[src/rtl/pong_pkg.sv]
// Shared encodings for the pong datapath: bounce commands, collision FSM states,
// default playfield size and the per-tick hit summary.
package pong_pkg;

   localparam int SCREEN_X_DEF = 100;
   localparam int SCREEN_Y_DEF = 100;

   typedef enum logic [1:0] {
      BOUNCE_NONE   = 2'b00,
      BOUNCE_PADDLE = 2'b01,
      BOUNCE_WALL   = 2'b10
   } bounce_t;

   typedef enum logic [1:0] {
      PLAY = 2'b00,
      GOAL = 2'b01,
      OVER = 2'b10
   } state_t;

   typedef struct packed {
      logic wall;
      logic pad_l;
      logic pad_r;
      logic miss_l;
      logic miss_r;
   } hits_t;

endpackage

[src/rtl/span_overlap.sv]
// Half-open interval overlap test: [a_lo, a_hi) intersects [b_lo, b_hi).
// Strict compares mean spans that only touch at an edge do not overlap.
module span_overlap #(
   parameter int W = 9
) (
   input  logic [W-1:0] a_lo,
   input  logic [W-1:0] a_hi,
   input  logic [W-1:0] b_lo,
   input  logic [W-1:0] b_hi,
   output logic         overlap
);

   assign overlap = (a_hi > b_lo) && (a_lo < b_hi);

endmodule

[src/rtl/collision_detector.sv]
// Per-tick ball collision evaluation: bounce commands, goal detection, scoring,
// re-serve after a goal hold and game-over latch.
//
//   state | meaning
//   ------+--------------------------------------------------------------
//   PLAY  | ball in flight; misses score, paddle/wall hits emit bounces
//   GOAL  | frozen after a goal; hold counter runs, then ball re-serve
//   OVER  | a player reached the winning score; only reset leaves
module collision_detector
   import pong_pkg::*;
#(
   parameter int SCREEN_X   = SCREEN_X_DEF,
   parameter int SCREEN_Y   = SCREEN_Y_DEF,
   parameter int COORD_W    = 8,
   parameter int PADDLE_W   = 2,
   parameter int PADDLE_H   = 20,
   parameter int PADDLE_L_X = 2,
   parameter int PADDLE_R_X = 96,
   parameter int COOLDOWN   = 3,
   parameter int GOAL_HOLD  = 60,
   parameter int SCORE_W    = 4,
   parameter int WIN_SCORE  = 9
) (
   input  logic               clock,
   input  logic               reset,
   input  logic               tick,
   input  logic [COORD_W-1:0] ball_x,
   input  logic [COORD_W-1:0] ball_y,
   input  logic [COORD_W-1:0] ball_w,
   input  logic [COORD_W-1:0] ball_h,
   input  logic [COORD_W-1:0] paddle_l_y,
   input  logic [COORD_W-1:0] paddle_r_y,
   output logic [1:0]         bounce,
   output logic               goal_l,
   output logic               goal_r,
   output logic               ball_reset,
   output logic [SCORE_W-1:0] score_l,
   output logic [SCORE_W-1:0] score_r,
   output logic               game_over
);

   localparam int XW = COORD_W + 1;
   localparam int CW = (COOLDOWN > 0) ? $clog2(COOLDOWN + 1) : 1;
   localparam int HW = (GOAL_HOLD > 1) ? $clog2(GOAL_HOLD + 1) : 1;

   localparam logic [XW-1:0]      PL_LO    = XW'(PADDLE_L_X);
   localparam logic [XW-1:0]      PL_HI    = XW'(PADDLE_L_X + PADDLE_W);
   localparam logic [XW-1:0]      PR_LO    = XW'(PADDLE_R_X);
   localparam logic [XW-1:0]      PR_HI    = XW'(PADDLE_R_X + PADDLE_W);
   localparam logic [XW-1:0]      SX_V     = XW'(SCREEN_X);
   localparam logic [XW-1:0]      SY_V     = XW'(SCREEN_Y);
   localparam logic [XW-1:0]      PH_V     = XW'(PADDLE_H);
   localparam logic [CW-1:0]      COOL_V   = CW'(COOLDOWN);
   localparam logic [HW-1:0]      HOLD_V   = HW'(GOAL_HOLD - 1);
   localparam logic [SCORE_W-1:0] WIN_V    = SCORE_W'(WIN_SCORE);

   function automatic logic [SCORE_W-1:0] sat_inc(input logic [SCORE_W-1:0] s);
      return (s >= WIN_V) ? WIN_V : s + 1'b1;
   endfunction

   // Edge sums carry one extra bit so large positions/sizes never wrap.
   logic [XW-1:0] bx_lo, bx_hi, by_lo, by_hi;
   logic [XW-1:0] pl_lo, pl_hi, pr_lo, pr_hi;

   assign bx_lo = XW'(ball_x);
   assign bx_hi = XW'(ball_x) + XW'(ball_w);
   assign by_lo = XW'(ball_y);
   assign by_hi = XW'(ball_y) + XW'(ball_h);
   assign pl_lo = XW'(paddle_l_y);
   assign pl_hi = XW'(paddle_l_y) + PH_V;
   assign pr_lo = XW'(paddle_r_y);
   assign pr_hi = XW'(paddle_r_y) + PH_V;

   logic ovl_lx, ovl_ly, ovl_rx, ovl_ry;

   span_overlap #(.W(XW)) u_ovl_lx (
      .a_lo(bx_lo), .a_hi(bx_hi), .b_lo(PL_LO), .b_hi(PL_HI), .overlap(ovl_lx)
   );
   span_overlap #(.W(XW)) u_ovl_ly (
      .a_lo(by_lo), .a_hi(by_hi), .b_lo(pl_lo), .b_hi(pl_hi), .overlap(ovl_ly)
   );
   span_overlap #(.W(XW)) u_ovl_rx (
      .a_lo(bx_lo), .a_hi(bx_hi), .b_lo(PR_LO), .b_hi(PR_HI), .overlap(ovl_rx)
   );
   span_overlap #(.W(XW)) u_ovl_ry (
      .a_lo(by_lo), .a_hi(by_hi), .b_lo(pr_lo), .b_hi(pr_hi), .overlap(ovl_ry)
   );

   hits_t hits;

   always_comb begin
      hits        = '0;
      hits.wall   = (ball_y == '0) || (by_hi >= SY_V);
      hits.pad_l  = ovl_lx && ovl_ly;
      hits.pad_r  = ovl_rx && ovl_ry;
      hits.miss_l = (ball_x == '0) && !hits.pad_l;
      hits.miss_r = (bx_hi >= SX_V) && !hits.pad_r;
   end

   state_t             state_q, state_d;
   logic [CW-1:0]      x_cool_q, x_cool_d;
   logic [CW-1:0]      y_cool_q, y_cool_d;
   logic [HW-1:0]      hold_q, hold_d;
   logic [SCORE_W-1:0] score_l_q, score_l_d;
   logic [SCORE_W-1:0] score_r_q, score_r_d;
   bounce_t            bounce_q, bounce_d;
   logic               goal_l_q, goal_l_d;
   logic               goal_r_q, goal_r_d;
   logic               ball_reset_q, ball_reset_d;
   logic               game_over_q;

   always_ff @(posedge clock) begin
      if (reset) begin
         state_q      <= PLAY;
         x_cool_q     <= '0;
         y_cool_q     <= '0;
         hold_q       <= '0;
         score_l_q    <= '0;
         score_r_q    <= '0;
         bounce_q     <= BOUNCE_NONE;
         goal_l_q     <= 1'b0;
         goal_r_q     <= 1'b0;
         ball_reset_q <= 1'b0;
         game_over_q  <= 1'b0;
      end else begin
         state_q      <= state_d;
         x_cool_q     <= x_cool_d;
         y_cool_q     <= y_cool_d;
         hold_q       <= hold_d;
         score_l_q    <= score_l_d;
         score_r_q    <= score_r_d;
         bounce_q     <= bounce_d;
         goal_l_q     <= goal_l_d;
         goal_r_q     <= goal_r_d;
         ball_reset_q <= ball_reset_d;
         game_over_q  <= (state_d == OVER);
      end
   end

   always_comb begin
      state_d      = state_q;
      x_cool_d     = x_cool_q;
      y_cool_d     = y_cool_q;
      hold_d       = hold_q;
      score_l_d    = score_l_q;
      score_r_d    = score_r_q;
      bounce_d     = BOUNCE_NONE;
      goal_l_d     = 1'b0;
      goal_r_d     = 1'b0;
      ball_reset_d = 1'b0;

      if (tick) begin
         unique case (state_q)
            PLAY: begin
               if (x_cool_q != '0) x_cool_d = x_cool_q - 1'b1;
               if (y_cool_q != '0) y_cool_d = y_cool_q - 1'b1;

               // Masked axes fall through so a simultaneous wall hit is emitted
               // on the first tick the paddle axis is in cooldown.
               if (hits.miss_l) begin
                  score_r_d = sat_inc(score_r_q);
                  goal_r_d  = 1'b1;
                  hold_d    = HOLD_V;
                  state_d   = (score_r_d == WIN_V) ? OVER : GOAL;
               end else if (hits.miss_r) begin
                  score_l_d = sat_inc(score_l_q);
                  goal_l_d  = 1'b1;
                  hold_d    = HOLD_V;
                  state_d   = (score_l_d == WIN_V) ? OVER : GOAL;
               end else if ((hits.pad_l || hits.pad_r) && (x_cool_q == '0)) begin
                  bounce_d = BOUNCE_PADDLE;
                  x_cool_d = COOL_V;
               end else if (hits.wall && (y_cool_q == '0)) begin
                  bounce_d = BOUNCE_WALL;
                  y_cool_d = COOL_V;
               end
            end
            GOAL: begin
               if (hold_q == '0) begin
                  ball_reset_d = 1'b1;
                  x_cool_d     = '0;
                  y_cool_d     = '0;
                  state_d      = PLAY;
               end else begin
                  hold_d = hold_q - 1'b1;
               end
            end
            OVER: begin
               state_d = OVER;
            end
            default: begin
               state_d = PLAY;
            end
         endcase
      end
   end

   assign bounce     = bounce_q;
   assign goal_l     = goal_l_q;
   assign goal_r     = goal_r_q;
   assign ball_reset = ball_reset_q;
   assign score_l    = score_l_q;
   assign score_r    = score_r_q;
   assign game_over  = game_over_q;

endmodule

[config.mk]
export PLATFORM = sky130hd
export DESIGN_NAME = collision_detector
export DESIGN_NICKNAME = d
export VERILOG_FILES = /design/src/rtl/pong_pkg.sv /design/src/rtl/span_overlap.sv /design/src/rtl/collision_detector.sv
export SDC_FILE = /design/constraint.sdc
export NUM_CORES = 1
export LEC_CHECK = 0
export CAP_MARGIN = 20
export CORE_ASPECT_RATIO = 1.2
export CORE_MARGIN = 1.5
export CORE_UTILIZATION = 37
export DETAILED_ROUTE_END_ITERATION = 10
export GPL_TIMING_DRIVEN = 0
export PLACE_DENSITY = 0.59
export SLEW_MARGIN = 30
export SYNTH_ARGS = -nofsm -noshare
export SYNTH_HDL_FRONTEND = slang
export SYNTH_SLANG_ARGS = --single-unit
export TNS_END_PERCENT = 30
[constraint.sdc]
create_clock -name clock -period 6.25 [get_ports clock]
set_input_delay 1.875 -clock clock [delete_from_list [all_inputs] [get_ports clock]]
set_output_delay 1.875 -clock clock [all_outputs]
set_load 0.01 [all_outputs]
==> insert_results.sql, run 1 <==
INSERT INTO impl_metrics (metric_group, metric, value, unit) VALUES
('outcome', 'outcome', 'completed', ''),
('sta', 'max_slew_margin', '62.46', '%'),
('placement', 'dp_hpwl', '6532', 'um'),
('finish', 'layout_net_count', '553', ''),
('finish', 'final_core_util', '48.93', '%'),
('clocking', 'clock_path_buffers', '2', ''),
('placement', 'io_buffer_count', '64', ''),
('grt', 'largest_net_degree_at_the_start_of_global_routing', '16', ''),
('sta', 'final.period_utilization', '89.43', '%'),
('pwr', 'power.switching_fraction', '36.61', '%'),
('die', 'i_o_pins', '65', ''),
('placement', 'postPlaceCellArea', '0.003940', 'sq mm'),
('routing', 'wire_per_inst', '13.87', 'um'),
('die', 'design.die.area', '0.009097', 'sq mm'),
('sta', 'drv_slew', '0', ''),
('clocking', 'clock_latency', '0.28', 'ns'),
('sta', 'finalSetupTns', '0', 'ns'),
('synthesis', 'synth_nets', '484', ''),
('finish', 'mostFrequentLayoutCell', 'sky130_fd_sc_hd__clkdlybuf4s50_1', ''),
('placement', 'dp.cells', '554', ''),
('placement', 'finalWeightedCongestion', '0.8845', ''),
('routing', 'drt_first_pass_iters', '4', ''),
('sta', 'grt_setup_unrepaired', 'false', ''),
('synthesis', 'share_of_synthesized_flip_flops_with_an_asynchronous_set_or_reset', '0', '%'),
('synthesis', 'synth_warnings', '0', ''),
('grt', 'globalRouteTotalUtil', '17.41', '%'),
('finish', 'area_growth_syn_to_fin', '27.07', '%'),
('finish', 'layout.filler_cells', '818', ''),
('routing', 'drt_iter0_markers', '86', ''),
('routing', 'post-route-drc-count', '0', ''),
('sta', 'final.setup_skew', '0.003801', 'ns'),
('synthesis', 'postSynthCellCount', '376', ''),
('clocking', 'resized_after_cts', '0', ''),
('sta', 'tightestPinTransition', '0.5600', 'ns'),
('flow_run', 'maxCapViolCount', '0', ''),
('synthesis', 'yosys.cell_types.count', '67', ''),
('clocking', 'clock_sinks', '26', ''),
('setup_path', 'crit_path_end_kind', 'flop', ''),
('clocking', 'ctsHtreeMaxLevel', '1', ''),
('pwr', 'irDropWorstVdd', '68.96', 'uV'),
('synthesis', 'synth.top_cells.by_area', 'sky130_fd_sc_hd__ha_1, sky130_fd_sc_hd__dfxtp_1, sky130_fd_sc_hd__inv_1', ''),
('routing', 'routed-via-count', '3004', ''),
('setup_path', 'path_class', 'in2reg', ''),
('sta', 'time_the_worst_path_needs_with_i_o_delays_and_setup', '5.589', 'ns'),
('finish', 'diode_insertion_count_for_antenna_repair', '0', ''),
('clocking', 'cts_hold_buffers', '0', ''),
('hold_path', 'worstHoldStart', 'y_cool_q[1]', ''),
('synthesis', 'synth_top_cell_area_share', '21.80', '%'),
('clocking', 'cts-buffers-inserted', '3', ''),
('setup_path', 'cp.required', '6.46', 'ns'),
('pwr', 'report.power.total', '0.0006576', 'W'),
('die', 'fp.coreArea', '0.008198', 'sq mm'),
('pwr', 'power_per_cell_area', '163.9', 'mW/mm^2'),
('finish', 'post-route-cell-area', '0.004011', 'sq mm'),
('finish', 'layoutNonFillerInstCount', '558', ''),
('synthesis', 'synth_seq_area_share', '16.49', '%'),
('die', 'dieWidth', '87.32', 'um'),
('grt', 'overflow', '0', ''),
('finish', 'mostFrequentLayoutCells', 'sky130_fd_sc_hd__clkdlybuf4s50_1, sky130_fd_sc_hd__ha_1, sky130_fd_sc_hd__inv_1', ''),
('synthesis', 'ys.flop_type', 'sky130_fd_sc_hd__dfxtp_1', ''),
('setup_path', 'startpoint', 'ball_y[0]', ''),
('synthesis', 'synth_top_area_cell', 'sky130_fd_sc_hd__ha_1', ''),
('die', 'initial_core_utilization', '38.51', '%'),
('pwr', 'pwr-share-clk', '21.6', '%'),
('routing', 'postRouteWirelength', '7742', 'um'),
('clocking', 'clock_tree_from_tritoncts', 'built', ''),
('clocking', 'cts.repair_timing.setup_buffer_count', '0', ''),
('grt', 'number_of_antenna_violations_at_the_first_check_in_global_routing', '0', ''),
('clocking', 'clk_transition_reported_paths', '0.09', 'ns'),
('setup_path', 'crit_slowest_cell', 'sky130_fd_sc_hd__or4b_1', ''),
('pwr', 'internal_power', '0.0004169', 'W');
## synth_stat cells (4+ instances only)
master,number
sky130_fd_sc_hd__and3_1,7
sky130_fd_sc_hd__ha_1,55
sky130_fd_sc_hd__o21ai_0,7
sky130_fd_sc_hd__a21o_1,17
sky130_fd_sc_hd__nand2_1,16
sky130_fd_sc_hd__xor2_1,7
sky130_fd_sc_hd__nor3b_1,4
sky130_fd_sc_hd__dfxtp_1,26
sky130_fd_sc_hd__clkbuf_1,5
sky130_fd_sc_hd__nor2_1,20
sky130_fd_sc_hd__a21oi_1,21
sky130_fd_sc_hd__a211o_1,4
sky130_fd_sc_hd__xnor2_1,9
sky130_fd_sc_hd__nor3_1,19
sky130_fd_sc_hd__nand2b_1,12
sky130_fd_sc_hd__nand4_1,4
sky130_fd_sc_hd__nand3_1,4
sky130_fd_sc_hd__inv_1,35
sky130_fd_sc_hd__a31oi_1,9
sky130_fd_sc_hd__a221oi_2,4
sky130_fd_sc_hd__nor4_1,5
sky130_fd_sc_hd__o21a_1,16
## cell type report
type	instances	area, sq um	share of cell area, %
multi-input cells	309	2482	61.88
repair buffers	64	640.6	15.97
flip-flops and latches	26	520.5	12.98
well taps	114	142.6	3.556
inverters	35	131.4	3.275
clock buffers	3	41.29	1.029
clock inverters	1	30.03	0.7486
plain buffers	6	22.52	0.5614
## state kept, by name, summed over array words and instances (netlist names)
name / count
goal_l: 1
hold_q: 6
x_cool_q: 2
y_cool_q: 2
bounce: 2
score_l: 4
score_r: 4
ball_reset: 1
goal_r: 1
state_q: 2
game_over: 1
## path summary, 6_finish.rpt
check                 to  slack [ns]  cells past startpoint
max           score_r[2]        0.66                     15
min          y_cool_q[1]        0.48                      1
max reg2reg  y_cool_q[0]        4.11                      7
min reg2reg  y_cool_q[1]        0.48                      1
## stage by stage
stage	hold slack [ns]	setup slack, ns
after floorplan	0.4436	1.183
after global placement	0.4586	0.3831
after detailed placement	0.4695	0.3645
after CTS	0.4862	0.6403
after global routing	0.5252	0.4347
final	0.4823	0.6609
## power by group through the flow
stage          combinational (W)  sequential (W)  clock [W]
6_report                0.000327        0.000189   0.000142
5_1_grt                 0.000367        0.000191   0.000151
3_3_place_gp            0.000321        0.000192          0
3_5_place_dp            0.000326        0.000192          0
2_1_floorplan           0.000226        0.000192          0
4_1_cts                 0.000329        0.000189   0.000144
## cell families (layout without fill, tap and decap cells)
kind of cell / Yosys count / after routing / synth area share [%]
AO/OA/AOI/OAI: 118 / 118 / 29.37
XOR/XNOR: 16 / 16 / 4.439
adder cells (fa/ha/maj): 57 / 57 / 23.07
buffers and inverters: 41 / 109 / 4.875
flip-flops: 26 / 26 / 16.49
multiplexers: 4 / 4 / 1.308
AND/OR/NAND/NOR: 114 / 114 / 20.45
## critical path: cells and delay by family
kind	cells	cell delay, ns
buf+inv	1	0.47
xor+xnor	1	0.22
simple gates	2	0.69
fa+ha+maj	3	0.98
compound gates	8	1.56
## layer usage
metal	wire, um	up-vias	GRT usage, %	part of all wire [%]
li1	-	1558	-	-
met1	3445	1364	21.46	44
met2	3870	70	31.10	50
met3	260	12	1.905	3.4
met4	166	0	5.102	2.1
met5	0	-	0	0
Note: power is estimated with default switching activity, not from simulation.
==> inputs of run 2 (changes only) <==
--- a/config.mk
+++ b/config.mk
@@ -7,9 +7,10 @@
 export LEC_CHECK = 0
 export CAP_MARGIN = 20
 export CORE_ASPECT_RATIO = 1.2
-export CORE_MARGIN = 1.5
+export CORE_MARGIN = 1
 export CORE_UTILIZATION = 37
 export DETAILED_ROUTE_END_ITERATION = 10
+export GPL_ROUTABILITY_DRIVEN = 0
 export GPL_TIMING_DRIVEN = 0
 export PLACE_DENSITY = 0.59
 export SLEW_MARGIN = 30
==> run 2 against run 1 <==
Compared with the run above:
- flip-flop and latch count is the same
- critical path depth unchanged
- die area is 2.1% lower
- combinational power about the same
- maximum frequency shrank 0.89%
- clock power is essentially flat
- critical path type unchanged
==> insert_results.sql, run 2 (synthesis results as in run 1) <==
INSERT INTO impl_metrics (metric_group, metric, value, unit) VALUES
('setup_path', 'critical_path_arrival', '5.84', 'ns'),
('die', 'initial_core_utilization', '38.51', '%'),
('sta', 'max_slew_margin', '63.50', '%'),
('grt', 'globalRouteTotalUtil', '17.84', '%'),
('routing', 'routed-via-count', '3062', ''),
('sta', 'drv_slew', '0', ''),
('setup_path', 'timing.critical_path.cells', 'clkdlybuf4s50_1 > ha_1 > fa_1 > a21o_1 > a21oi_1 > xnor2_1 > ha_1 > and4_1 > a221o_1 > a221oi_2 > o21ai_1 > o21ai_2 > o211ai_4 > or4b_1 > a21oi_1', ''),
('setup_path', 'path_class', 'in2reg', ''),
('die', 'fp.coreArea', '0.008198', 'sq mm'),
('setup_path', 'cp.required', '6.45', 'ns'),
('grt', 'largest_net_degree_at_the_start_of_global_routing', '16', ''),
('grt', 'wire_length_of_the_first_global_routing_pass', '12950', 'um'),
('setup_path', 'crit_slowest_cell', 'sky130_fd_sc_hd__or4b_1', ''),
('sta', 'timing.fmax', '177.3', 'MHz'),
('clocking', 'cts.repair_timing.setup_buffer_count', '0', ''),
('outcome', 'outcome', 'completed', ''),
('clocking', 'clock_sinks', '26', ''),
('clocking', 'cts_hold_buffers', '0', ''),
('sta', 'finalSetupViolCount', '0', ''),
('grt', 'overflow', '0', ''),
('finish', 'largest_register_ffs', '6', ''),
('grt', 'number_of_antenna_violations_at_the_first_check_in_global_routing', '0', ''),
('finish', 'layout.filler_cells', '839', ''),
('sta', 'time_the_worst_path_needs_with_i_o_delays_and_setup', '5.639', 'ns'),
('routing', 'postRouteWirelength', '7806', 'um'),
('finish', 'mostFrequentLayoutCell', 'sky130_fd_sc_hd__clkdlybuf4s50_1', ''),
('setup_path', 'timing.critical_path.slowest_cell_delay', '0.49', 'ns'),
('placement', 'postPlaceCellArea', '0.003940', 'sq mm'),
('finish', 'drive_above_1_share', '5.180', '%'),
('flow_run', 'maxCapViolCount', '0', ''),
('sta', 'finalSetupTns', '0', 'ns'),
('clocking', 'clk_transition_reported_paths', '0.10', 'ns'),
('grt', 'grt_pass1_vias', '2898', ''),
('pwr', 'power_per_cell_area', '163.9', 'mW/mm^2'),
('setup_path', 'cp_max_fo', '7', ''),
('clocking', 'clock_path_buffers', '2', ''),
('sta', 'tightestPinTransition', '0.5475', 'ns'),
('clocking', 'ctsHtreeMaxLevel', '1', ''),
('pwr', 'leakage', '1.753', 'nW'),
('sta', 'grt_setup_unrepaired', 'false', ''),
('die', 'design.die.area', '0.008907', 'sq mm'),
('sta', 'final.setup_skew', '0.008516', 'ns'),
('finish', 'layout_net_count', '553', ''),
('clocking', 'clock_tree_from_tritoncts', 'built', ''),
('clocking', 'clock_latency', '0.27', 'ns'),
('routing', 'ant_nets', '0', ''),
('setup_path', 'crit_path_end_kind', 'flop', ''),
('clocking', 'root_buffer', 'sky130_fd_sc_hd__clkbuf_8', ''),
('finish', 'area_growth_syn_to_fin', '27.07', '%'),
('pwr', 'irDropWorstVdd', '79.26', 'uV'),
('die', 'rows', '36', ''),
('sta', 'final.period_utilization', '90.23', '%'),
('hold_path', 'worst_hold_path_type', 'reg2reg', ''),
('clocking', 'cts-buffers-inserted', '3', ''),
('finish', 'mostFrequentLayoutCells', 'sky130_fd_sc_hd__clkdlybuf4s50_1, sky130_fd_sc_hd__ha_1, sky130_fd_sc_hd__inv_1', ''),
('clocking', 'resized_after_cts', '0', ''),
('routing', 'via_per_inst', '5.487', ''),
('sta', 'finalHoldViolations', '0', ''),
('routing', 'drt_first_pass_iters', '7', ''),
('die', 'i_o_pins', '65', ''),
('placement', 'dp_hpwl', '6540', 'um'),
('routing', 'wire_per_inst', '13.99', 'um'),
('finish', 'post-route-cell-area', '0.004011', 'sq mm'),
('finish', 'top_register', 'hold_q', ''),
('routing', 'post-route-drc-count', '0', ''),
('die', 'dieWidth', '86.32', 'um'),
('routing', 'drt_iter0_markers', '79', ''),
('die', 'die_h', '103.2', 'um'),
('placement', 'io_buffer_count', '64', ''),
('setup_path', 'startpoint_type', 'input port', ''),
('finish', 'diode_insertion_count_for_antenna_repair', '0', '');
run 2: where the power goes:
part	internal [W]	switching, W	total (W)
logic	0.000153	0.000175	0.000329
clock network	0.0000856	0.0000536	0.000139
registers	0.000178	0.0000117	0.000189
total	0.000417	0.000241	0.000657
run 2: final cells by class:
class	count	area [sq um]	area share [%]
buffer	6	22.52	0.5614
clock buffer	3	41.29	1.029
clock inverter	1	30.03	0.7486
inverter	35	131.4	3.275
multi-input combinational	309	2482	61.88
sequential	26	520.5	12.98
tap	114	142.6	3.556
timing repair buffer	64	640.6	15.97
run 2: critical path: cells and delay by family:
kind            cells  cell delay [ns]
simple gates        2             0.69
xor+xnor            1             0.24
buf+inv             1             0.47
compound gates      8             1.58
fa+ha+maj           3             0.98
run 2: through the flow:
stage	instances	worst slack [ns]	utilization, %	hold WS, ns	power (W)
5_1_grt	558	0.4209	48.93	0.5172	0.0007098
2_1_floorplan	376	1.183	-	0.4436	0.0004182
3_3_place_gp	554	0.3765	48.06	0.4638	0.0005120
6_report	558	0.6108	48.93	0.4925	0.0006573
4_1_cts	558	0.6036	48.93	0.4944	0.0006634
3_5_place_dp	554	0.3325	48.06	0.4690	0.0005197
run 2: worst paths after layout:
kind	from	to	slack (ns)	cells after the start
max	ball_y[0]	score_r[2]	0.61	15
min	y_cool_q[1]	y_cool_q[1]	0.49	1
max reg2reg	state_q[1]	y_cool_q[0]	4.07	7
min reg2reg	y_cool_q[1]	y_cool_q[1]	0.49	1
run 2: layer usage:
layer / global-route usage, % / share of wire, % / vias to the layer above
met5: 0 / 0 / -
met4: 4.103 / 1.8 / 0
met3: 1.667 / 3.8 / 12
met2: 33.58 / 49 / 87
met1: 21.91 / 45 / 1397
li1: - / - / 1566
==> inputs of run 3 (changes only) <==
--- a/config.mk
+++ b/config.mk
@@ -8,12 +8,12 @@
 export CAP_MARGIN = 20
 export CORE_ASPECT_RATIO = 1.2
 export CORE_MARGIN = 1
-export CORE_UTILIZATION = 37
+export CORE_UTILIZATION = 50
 export DETAILED_ROUTE_END_ITERATION = 10
 export GPL_ROUTABILITY_DRIVEN = 0
 export GPL_TIMING_DRIVEN = 0
-export PLACE_DENSITY = 0.59
-export SLEW_MARGIN = 30
+export PLACE_DENSITY = 0.76
+export SLEW_MARGIN = 40
 export SYNTH_ARGS = -nofsm -noshare
 export SYNTH_HDL_FRONTEND = slang
 export SYNTH_SLANG_ARGS = --single-unit
==> run 3 against run 2 <==
Compared with the run above:
- via count is essentially flat
- sequential power is essentially flat
- sequential share of layout area grew 0.23 points
- power shrank 7.6%
- register-to-register slack gained 0.03 ns
- critical endpoint unchanged
- highest routed layer unchanged
==> insert_results.sql, run 3 (synthesis results as in run 1) <==
INSERT INTO impl_metrics (metric_group, metric, value, unit) VALUES
('setup_path', 'timing.critical_path.cells', 'clkdlybuf4s50_1 > ha_1 > fa_1 > a21o_1 > a21oi_1 > xnor2_1 > ha_1 > and4_1 > a221o_1 > a221oi_2 > o21ai_1 > o21ai_2 > o211ai_4 > or4b_1 > a21oi_1', ''),
('routing', 'drt_first_pass_iters', '6', ''),
('clocking', 'resized_after_cts', '0', ''),
('sta', 'drv_slew', '0', ''),
('clocking', 'cts_hold_buffers', '0', ''),
('finish', 'top_register', 'hold_q', ''),
('die', 'dieWidth', '74.54', 'um'),
('clocking', 'clock_tree_from_tritoncts', 'built', ''),
('clocking', 'root_buffer', 'sky130_fd_sc_hd__clkbuf_8', ''),
('sta', 'grt_setup_unrepaired', 'false', ''),
('flow_run', 'maxCapViolCount', '0', ''),
('outcome', 'outcome', 'completed', ''),
('routing', 'via_per_inst', '5.827', ''),
('setup_path', 'worstReg2RegStart', 'state_q[1]', ''),
('setup_path', 'r2r_cells', '7', ''),
('setup_path', 'startpoint_type', 'input port', ''),
('pwr', 'irDropWorstVdd', '82.87', 'uV'),
('setup_path', 'reg2reg_slack', '4.10', 'ns'),
('finish', 'layout_net_count', '553', ''),
('finish', 'mostFrequentLayoutCell', 'sky130_fd_sc_hd__clkdlybuf4s50_1', ''),
('grt', 'number_of_antenna_violations_at_the_first_check_in_global_routing', '0', ''),
('sta', 'time_the_worst_path_needs_with_i_o_delays_and_setup', '5.645', 'ns'),
('clocking', 'cts-buffers-inserted', '3', ''),
('placement', 'dp_hpwl', '6280', 'um'),
('finish', 'area_growth_syn_to_fin', '24.85', '%'),
('pwr', 'leakage', '1.739', 'nW'),
('finish', 'diode_insertion_count_for_antenna_repair', '0', ''),
('clocking', 'clock_latency', '0.27', 'ns'),
('finish', 'final_core_util', '65.14', '%'),
('sta', 'final.period_utilization', '90.32', '%'),
('setup_path', 'crit_slowest_cell', 'sky130_fd_sc_hd__or4b_1', ''),
('finish', 'largest_register_ffs', '6', ''),
('setup_path', 'cp_max_fo', '7', ''),
('setup_path', 'cp.required', '6.45', 'ns'),
('clocking', 'clock_path_buffers', '2', ''),
('die', 'die_h', '89.04', 'um'),
('setup_path', 'startpoint', 'ball_y[0]', ''),
('grt', 'grt_pass1_vias', '2860', ''),
('setup_path', 'critical_path_arrival', '5.84', 'ns'),
('sta', 'finalHoldViolations', '0', ''),
('die', 'rows', '31', ''),
('routing', 'drt_iter0_markers', '142', ''),
('grt', 'overflow', '0', ''),
('hold_path', 'worst_hold_path_type', 'reg2reg', ''),
('sta', 'final.setup_skew', '0.0007545', 'ns'),
('sta', 'max_slew_margin', '64.60', '%'),
('clocking', 'clock_sinks', '26', ''),
('sta', 'tightestPinTransition', '0.5281', 'ns'),
('grt', 'wire_length_of_the_first_global_routing_pass', '12580', 'um'),
('die', 'i_o_pins', '65', ''),
('pwr', 'power_per_cell_area', '154.1', 'mW/mm^2'),
('finish', 'mostFrequentLayoutCells', 'sky130_fd_sc_hd__clkdlybuf4s50_1, sky130_fd_sc_hd__ha_1, sky130_fd_sc_hd__inv_1', ''),
('clocking', 'clk_transition_reported_paths', '0.08', 'ns'),
('sta', 'timing.fmax', '177.2', 'MHz'),
('die', 'fp.coreArea', '0.006051', 'sq mm'),
('routing', 'post-route-drc-count', '0', ''),
('setup_path', 'critical-path-top-delay-family', 'compound AO/OA/AOI/OAI gates', ''),
('setup_path', 'crit_end', 'score_r[2]', ''),
('routing', 'postRouteWirelength', '7386', 'um'),
('setup_path', 'reg2reg_to', 'y_cool_q[0]', ''),
('clocking', 'ctsHtreeMaxLevel', '1', ''),
('die', 'initial_core_utilization', '52.17', '%'),
('die', 'design.die.area', '0.006637', 'sq mm'),
('placement', 'io_buffer_count', '64', ''),
('finish', 'drive_above_1_share', '4.966', '%'),
('grt', 'largest_net_degree_at_the_start_of_global_routing', '14', ''),
('setup_path', 'crit_path_end_kind', 'flop', ''),
('routing', 'routed-via-count', '3059', ''),
('setup_path', 'path_class', 'in2reg', ''),
('sta', 'finalSetupTns', '0', 'ns'),
('setup_path', 'path_buf_inv', '1', ''),
('clocking', 'cts.repair_timing.setup_buffer_count', '0', ''),
('routing', 'wire_per_inst', '14.07', 'um'),
('setup_path', 'number_of_stages_on_the_worst_setup_path', '15', ''),
('routing', 'ant_nets', '0', ''),
('grt', 'globalRouteTotalUtil', '23.83', '%'),
('sta', 'finalSetupViolCount', '0', ''),
('setup_path', 'timing.critical_path.slowest_cell_delay', '0.49', 'ns');
## run 3: power by group
part	switching, W	internal (W)	total (W)	leakage (nW)
registers	0.0000114	0.000178	0.000189	0.212
clock network	0.0000488	0.0000432	0.0000919	0.0216
logic	0.000173	0.000154	0.000326	1.51
total	0.000233	0.000374	0.000607	1.74
## run 3: layout make-up
cell class,count,area (sq um)
clock buffers,3,41.29
repair buffers,64,640.6
multi-input cells,309,2482
well taps,82,102.6
plain buffers,6,22.52
inverters,35,131.4
flip-flops and latches,26,520.5
fillers,546,2110
## run 3: worst min-delay path by stage
stage                            from     endpoint  slack (ns)  depth (start not counted)
after detailed placement  y_cool_q[1]  y_cool_q[1]        0.47                          1
after floorplan           y_cool_q[1]  y_cool_q[1]        0.44                          1
after global placement    y_cool_q[1]  y_cool_q[1]        0.47                          1
after global routing      y_cool_q[1]  y_cool_q[1]        0.51                          1
after CTS                 y_cool_q[1]  y_cool_q[1]        0.49                          1
final                     y_cool_q[1]  y_cool_q[1]        0.48                          1
## run 3: worst reg2reg max path, delay by kind of cell, from the launching register on
family / cells / cell delay [ns]
AND/OR/NAND/NOR: 3 / 0.87
AO/OA/AOI/OAI: 2 / 0.53
buffers and inverters: 2 / 0.36
flip-flops: 1 / 0.35
## run 3: routing by layer
| layer | up-vias | routed length [um] | track usage (%) |
|---|---|---|---|
| met5 | - | 0 | 0 |
| met4 | 0 | 121 | 6.003 |
| met3 | 10 | 200 | 1.691 |
| met2 | 69 | 3865 | 44.88 |
| met1 | 1425 | 3199 | 28.83 |
| li1 | 1555 | - | - |
## run 3: per-stage QoR
step / worst slack [ns] / power, W / cell area [sq um] / std cells / hold slack [ns]
after floorplan: 1.183 / 0.0004182 / 3157 / 376 / 0.4436
after global placement: 0.3966 / 0.0005077 / 3900 / 522 / 0.4658
after detailed placement: 0.3486 / 0.0005180 / 3900 / 522 / 0.4658
after CTS: 0.6018 / 0.0006078 / 3941 / 525 / 0.4861
after global routing: 0.3768 / 0.0006555 / 3941 / 525 / 0.5103
final: 0.6051 / 0.0006073 / 3941 / 525 / 0.4843
